--- src/rtl/soc_gpio_pad_port.sv ---
// soc_gpio_pad_port: pad-side GPIO glue with synchronizer, vector debouncer, registered outputs and sticky irq.
module soc_gpio_pad_port #(
  parameter int DEBOUNCE_LEN = 4
) (
  input  logic        clk,
  input  logic        rst_n,
  input  logic [31:0] pad_in,
  output logic [31:0] din,
  input  logic [31:0] dout,
  input  logic        irq,
  output logic [31:0] pad_out,
  output logic        din_changed,
  output logic        irq_out,
  input  logic        irq_ack,
  output logic        irq_missed
);
  localparam logic [7:0] LEN  = 8'(DEBOUNCE_LEN);
  localparam logic [7:0] LAST = 8'(DEBOUNCE_LEN - 1);
  logic [31:0] r_s1, r_s2, r_stable;
  logic [7:0]  r_cnt;
  logic        r_irq_q;
  logic        w_diff, w_load, w_edge;
  assign w_diff = r_s2 != r_stable;
  assign w_load = !w_diff && r_cnt == LAST;
  assign w_edge = irq & ~r_irq_q;
  // the candidate always tracks s2; only a mismatch restarts the shared count
  always_ff @(posedge clk or negedge rst_n)
    if (!rst_n) begin
      r_s1        <= '0;
      r_s2        <= '0;
      r_stable    <= '0;
      r_cnt       <= LEN;
      din         <= '0;
      din_changed <= 1'b0;
      pad_out     <= '0;
      r_irq_q     <= 1'b0;
      irq_out     <= 1'b0;
      irq_missed  <= 1'b0;
    end else begin
      r_s1        <= pad_in;
      r_s2        <= r_s1;
      r_stable    <= r_s2;
      r_cnt       <= w_diff ? 8'd0 : (r_cnt < LEN ? r_cnt + 8'd1 : r_cnt);
      din         <= w_load ? r_stable : din;
      din_changed <= w_load && r_stable != din;
      pad_out     <= dout;
      r_irq_q     <= irq;
      irq_out     <= w_edge | (irq_out & ~irq_ack);
      irq_missed  <= (w_edge & irq_out & ~irq_ack) | (irq_missed & ~irq_ack);
    end
endmodule

--- config.mk ---
export PLATFORM = sky130hd
export DESIGN_NAME = soc_gpio_pad_port
export DESIGN_NICKNAME = d
export VERILOG_FILES = /design/src/rtl/soc_gpio_pad_port.sv
export SDC_FILE = /design/constraint.sdc
export NUM_CORES = 1
export LEC_CHECK = 0
export ABC_AREA = 1
export CAP_MARGIN = 20
export CORE_ASPECT_RATIO = 0.8
export CORE_UTILIZATION = 30
export CTS_BUF_LIST = sky130_fd_sc_hd__clkbuf_8
export DETAILED_ROUTE_END_ITERATION = 10
export HOLD_SLACK_MARGIN = 0.1
export PLACE_DENSITY = 0.63
export SYNTH_ARGS = -nofsm -noshare
export SYNTH_HDL_FRONTEND = slang
export SYNTH_SLANG_ARGS = --single-unit
--- constraint.sdc ---
create_clock -name clk -period 1.6 [get_ports clk]
set_clock_uncertainty 0.05 [all_clocks]
set_input_delay 0.32 -clock clk [delete_from_list [all_inputs] [get_ports clk]]
set_output_delay 0.32 -clock clk [all_outputs]
set_load 0.01 [all_outputs]
======== Word level (Yosys, flattened, before mapping) ========
Index checks and enable logic that the tools add are counted.
word-level totals
  bits in registers ....................... 172
  bits of input ports ..................... 68
  output and inout port bits .............. 67
  logic and storage cells ................. 30
cells by class
  $add $sub $neg .......................... 1
  magnitude comparators ................... 1
  eq/ne operators ......................... 3
  mux-type cells .......................... 2
  bitwise gates (word level) .............. 9
  reductions and logical operators ........ 4
operators by type and width
  cell                                                                    number
  32-bit != test                                                          2
  8-bit 2-to-1 mux                                                        2
  8-bit by 1-bit adder with 8-bit output (second input constant)          1
  8-bit by 2-bit equality test with 1-bit output (second input constant)  1
  8-bit by 3-bit < comparator with 1-bit output (second input constant)   1
  1-bit AND                                                               5
  1-bit logical AND                                                       2
  1-bit NOT                                                               2
  1-bit OR                                                                2
  2-bit nonzero test                                                      1
  1-bit logical NOT                                                       1

======== Longest topological paths before layout ========
  depth in word-level cells ............... 5
  depth in mapped cells ................... 11
  mapped depth without buffers ............ 10

======== Least setup slack after synthesis ========
No wires, ideal clock.
  path type ............................... register -> register
  start ................................... reg r_stable[19]
  end ..................................... reg din[19]
  setup time .............................. 0.117 ns
  arrival ................................. 1.288 ns
  data required time ...................... 1.433 ns
  path slack .............................. 0.145 ns
  stages on the path, launching flop included .. 12
  buffers on the path ..................... 1
  clock period less this slack ............ 1.455 ns
  path through ............................ dfrtp_1 -> inv_2 -> nand2_1 -> nand2_1 -> nand2_1 -> nor2_1 -> nand2_1 -> nor2_4 -> nand3_4 -> buf_6 -> nand2_1 -> nand2_1
on the way
  word-level cells in the longest chain between the ends .. 3
RTL lines
  what                    RTL line  text
  from (decl)             19        logic [31:0] r_s1, r_s2, r_stable;
  from (signal assigned)  42        r_stable <= r_s2;
  32-bit != test          23        assign w_diff = r_s2 != r_stable;
  1-bit logical NOT       24        assign w_load = !w_diff && r_cnt == LAST;
  1-bit logical AND       24
  to (signal assigned)    44        din <= w_load ? r_stable : din;
  to (decl)               8         output logic [31:0] din,
Parallel ways exist; a longest one is shown, timed or not.
A chain may end at the register's enable or synchronous reset.

======== Worst setup path in the final report ========
  start ................................... reg r_stable[17]
  end ..................................... reg din[20]
on the way
  word-level cells in the longest chain between the ends .. 3
RTL lines
  what               RTL line
  32-bit != test     23
  1-bit logical NOT  24
  1-bit logical AND  24
Every way passes these cells.

==> impl_results.md <==
- Die height: around 130 um
- Crit end category: register
- Mux contribution to synthesized area: 0%
- Via count: 4047
- Status: finished with violations
- Post-Syn Instances: between 400 and 500
- Fin cells: roughly 960
- Final hold violation count: 0
- Max Buffers Root-to-Sink: 2
- Wire per inst: ~14 um
- Final WS setup: -0.0993 ns
- Initial antenna violation count: 0
- Slew headroom: between 70% and 80%
- Multi-input logic area: around 1500 um^2
- Crit share post-route: 106%
- Fin area: approximately 8500 um^2
- CTS Buf Count: 17
- Pwr Density: about 980 nW/um^2
- Via density: 4.24
- CP required: between 1.5 and 2 ns
- Filler Cell Count: approximately 1700
- Share of layout cells above drive strength 1: 20.8%
- Cell taking the most area after synthesis: dfrtp_1
- Worst-Skew Late Latency: 0.46 ns
- Gr usage total: roughly 15%
- Crit path max fanout: 17
- Commonest cells after routing, fill and taps aside: dfrtp_1, nand2_1, clkdlybuf4s50_1
- ANT cells: 0
- Arr. time, crit path: 2.00 ns
- Post-synthesis sequential area ratio: between 70% and 80%
- Cells after DPL: 895
- M3 GR Usage: around 5.9%
- Core Area: roughly 19000 um^2
- Commonest non-fill, non-tap cell in the layout: dfrtp_1
- Tmin final: between 1.5 and 2 ns
- Root buffer cell: clkbuf_8
- Ports: 135
- Leak Pwr: approximately 4.1 nW
- CTS tree: yes
- Global route overflow: 0
- Nets: approximately 750
- Starting Density: between 30% and 40%
- Placed Area: just under 8000 um^2
- Peak supply drop: between 0.6 and 0.7 mV
- Clock sink count: between 150 and 200
- Largest family of logic cells by synthesized area: simple AND/OR/NAND/NOR gates
- Crit path top cell by count: nand2_1
- Yosys warns: 0
- Post-route antenna net violation count: 0
- RePlAce Congestion: about 0.76
- Routed wire length: 13500 um
- Top post-synthesis cells by area: dfrtp_1, nand2_1, xnor2_1
- H-tree Lvls: 4
- Remaining DRCs: 0
- Post-synth top area share: 72.8%
- Area Overhead vs Synth: 45.4%
- Met1 global-route usage: between 10% and 20%
- Clock transition at the registers of the reported paths: ~0.11 ns
- Setup repair after global routing missed its margin: true
- Critical path class: register to register
- Row cnt: 45
- Power Total: approximately 8.4 mW
- Synth Area in XOR/XNOR: roughly 7.8%
- Syn_nets: 540
- Setup-failing EPs final: 34
- Vias in the first global route: 4300
- Synth Area in Adders: less than 1%
- Post-Syn Area: roughly 6000 um^2
- HPWL after detailed placement: around 9400 um
- Fmax: just under 600 MHz
- First-pass GRT wire length: between 20000 and 25000 um
- Max-cap viol count: 0
- DR pass1 iterations: 5
- DR iter-0 viols: roughly 110
- Unique cell type count in the Yosys netlist: 22
- Violated checks: setup timing
- Fin. max-slew vios: 0
- Pin count of the biggest net entering global routing: 47
- Register area: about 4300 um^2
- Mapped Avg Cell Area: between 10 and 15 um^2
- Port-buffer cells: 134
- Compound-Gate Fraction of Synth Area: less than 1%
- Slowest CP cell: dfrtp_1
- Startpoint types: register
- CP Cell Sequence: inv_1, nand2_1, nand2_2, nand2_1, nor2_2, nand2_2, nor2_4, nand3_4, buf_12, nand2_1, nand2_1
- Global-route met2 utilization: around 22%
- Worst-Margin Slew: about 0.4 ns
- Post-synthesis simple-gate area fraction: roughly 15%
- Slowest Stage Delay on Critical Path: ~0.42 ns
- Die W: 158 um
- Final core utilization: about 45%
- Gr busiest metal: met2
- Synth Register Bits: around 170
- Tightest Hold Check Type: primary input to register
- Die area: 20200 um^2
## routing by layer
metal | vias to the layer above | share of wire, % | wire length (um)
li1 | 1910 | - | -
met1 | 1987 | 45 | 6060
met2 | 132 | 46 | 6140
met3 | 18 | 8.0 | 1080
met4 | 0 | 1.5 | 203
met5 | - | 0 | 0
## worst max-delay path, delay by kind of cell, from the launching register on
kind | cells | cell delay (ns)
buffers and inverters | 2 | 0.25
and+or+nand+nor | 9 | 0.88
DFF | 1 | 0.42
## per-stage QoR
step	setup TNS, ns	setup WS (ns)	hold WS (ns)
after floorplan	0	0.145	-0.0256
after global placement	-0.987	-0.0599	0.202
after detailed placement	-2.24	-0.102	0.209
after CTS	-2.83	-0.116	0.181
after global routing	-7.01	-0.232	0.180
final	-2.33	-0.0993	0.225
## cell type report
class | count | area share [%]
Sequential cell | 172 | 50.4
Timing Repair Buffer | 206 | 22.1
Multi-Input combinational cell | 254 | 17.2
Tap cell | 258 | 3.78
Clock buffer | 17 | 2.74
Clock inverter | 15 | 2.33
Inverter | 33 | 1.45
## Yosys cell counts (all sizes together)
cell type,number
nand4,40
a21oi,3
nand2,124
ha,1
nand2b,1
buf,12
dfstp,1
nor2,27
nand3,2
or2,1
nor3,1
inv,33
xor2,3
dfrtp,171
xnor2,49
o21ai,2
## path summary, 6_finish.rpt
kind | start | endpoint | slack [ns] | depth (start not counted)
min in group asynchronous | rst_n | pad_out[23] | 0.27 | 2
max in group asynchronous | rst_n | r_irq_q | 0.65 | 3
max | r_stable[17] | din[20] | -0.1 | 11
min | dout[8] | pad_out[8] | 0.23 | 1
max reg2reg | r_stable[17] | din[20] | -0.1 | 11
min reg2reg | r_s1[10] | r_s2[10] | 0.30 | 0
## cells by family after synthesis
logic type,after synthesis
and+or+nand+nor,196
DFF,172
xor gates and xnor gates,52
buffers and inverters,45
AOI/OAI and AO/OA,5
adders and majority gates,1
## what timing repair did
item / in CTS / in global routing
pin swaps: 12 / 2
gates resized for setup: 99 / 27
cloned: 1 / 0
endpoints found under the hold margin: 172 / 0
setup endpoints to repair: 108 / 53
hold buffers: 1 / 0
buffers inserted: 20 / 7
## power breakdown
group          total (mW)  internal [mW]  leakage, nW  switching (mW)
clock network        3.18           1.35        0.212            1.83
logic               0.597          0.339         1.78           0.258
registers            4.60           4.51         2.09          0.0888
## state kept, by name, indices dropped and copies added (netlist names), 8 cells and up
| register | flops |
|---|---|
| din | 32 |
| pad_out | 32 |
| r_s1 | 32 |
| r_s2 | 32 |
| r_stable | 32 |
| r_cnt | 8 |
Power figures use the tool's default switching activity.
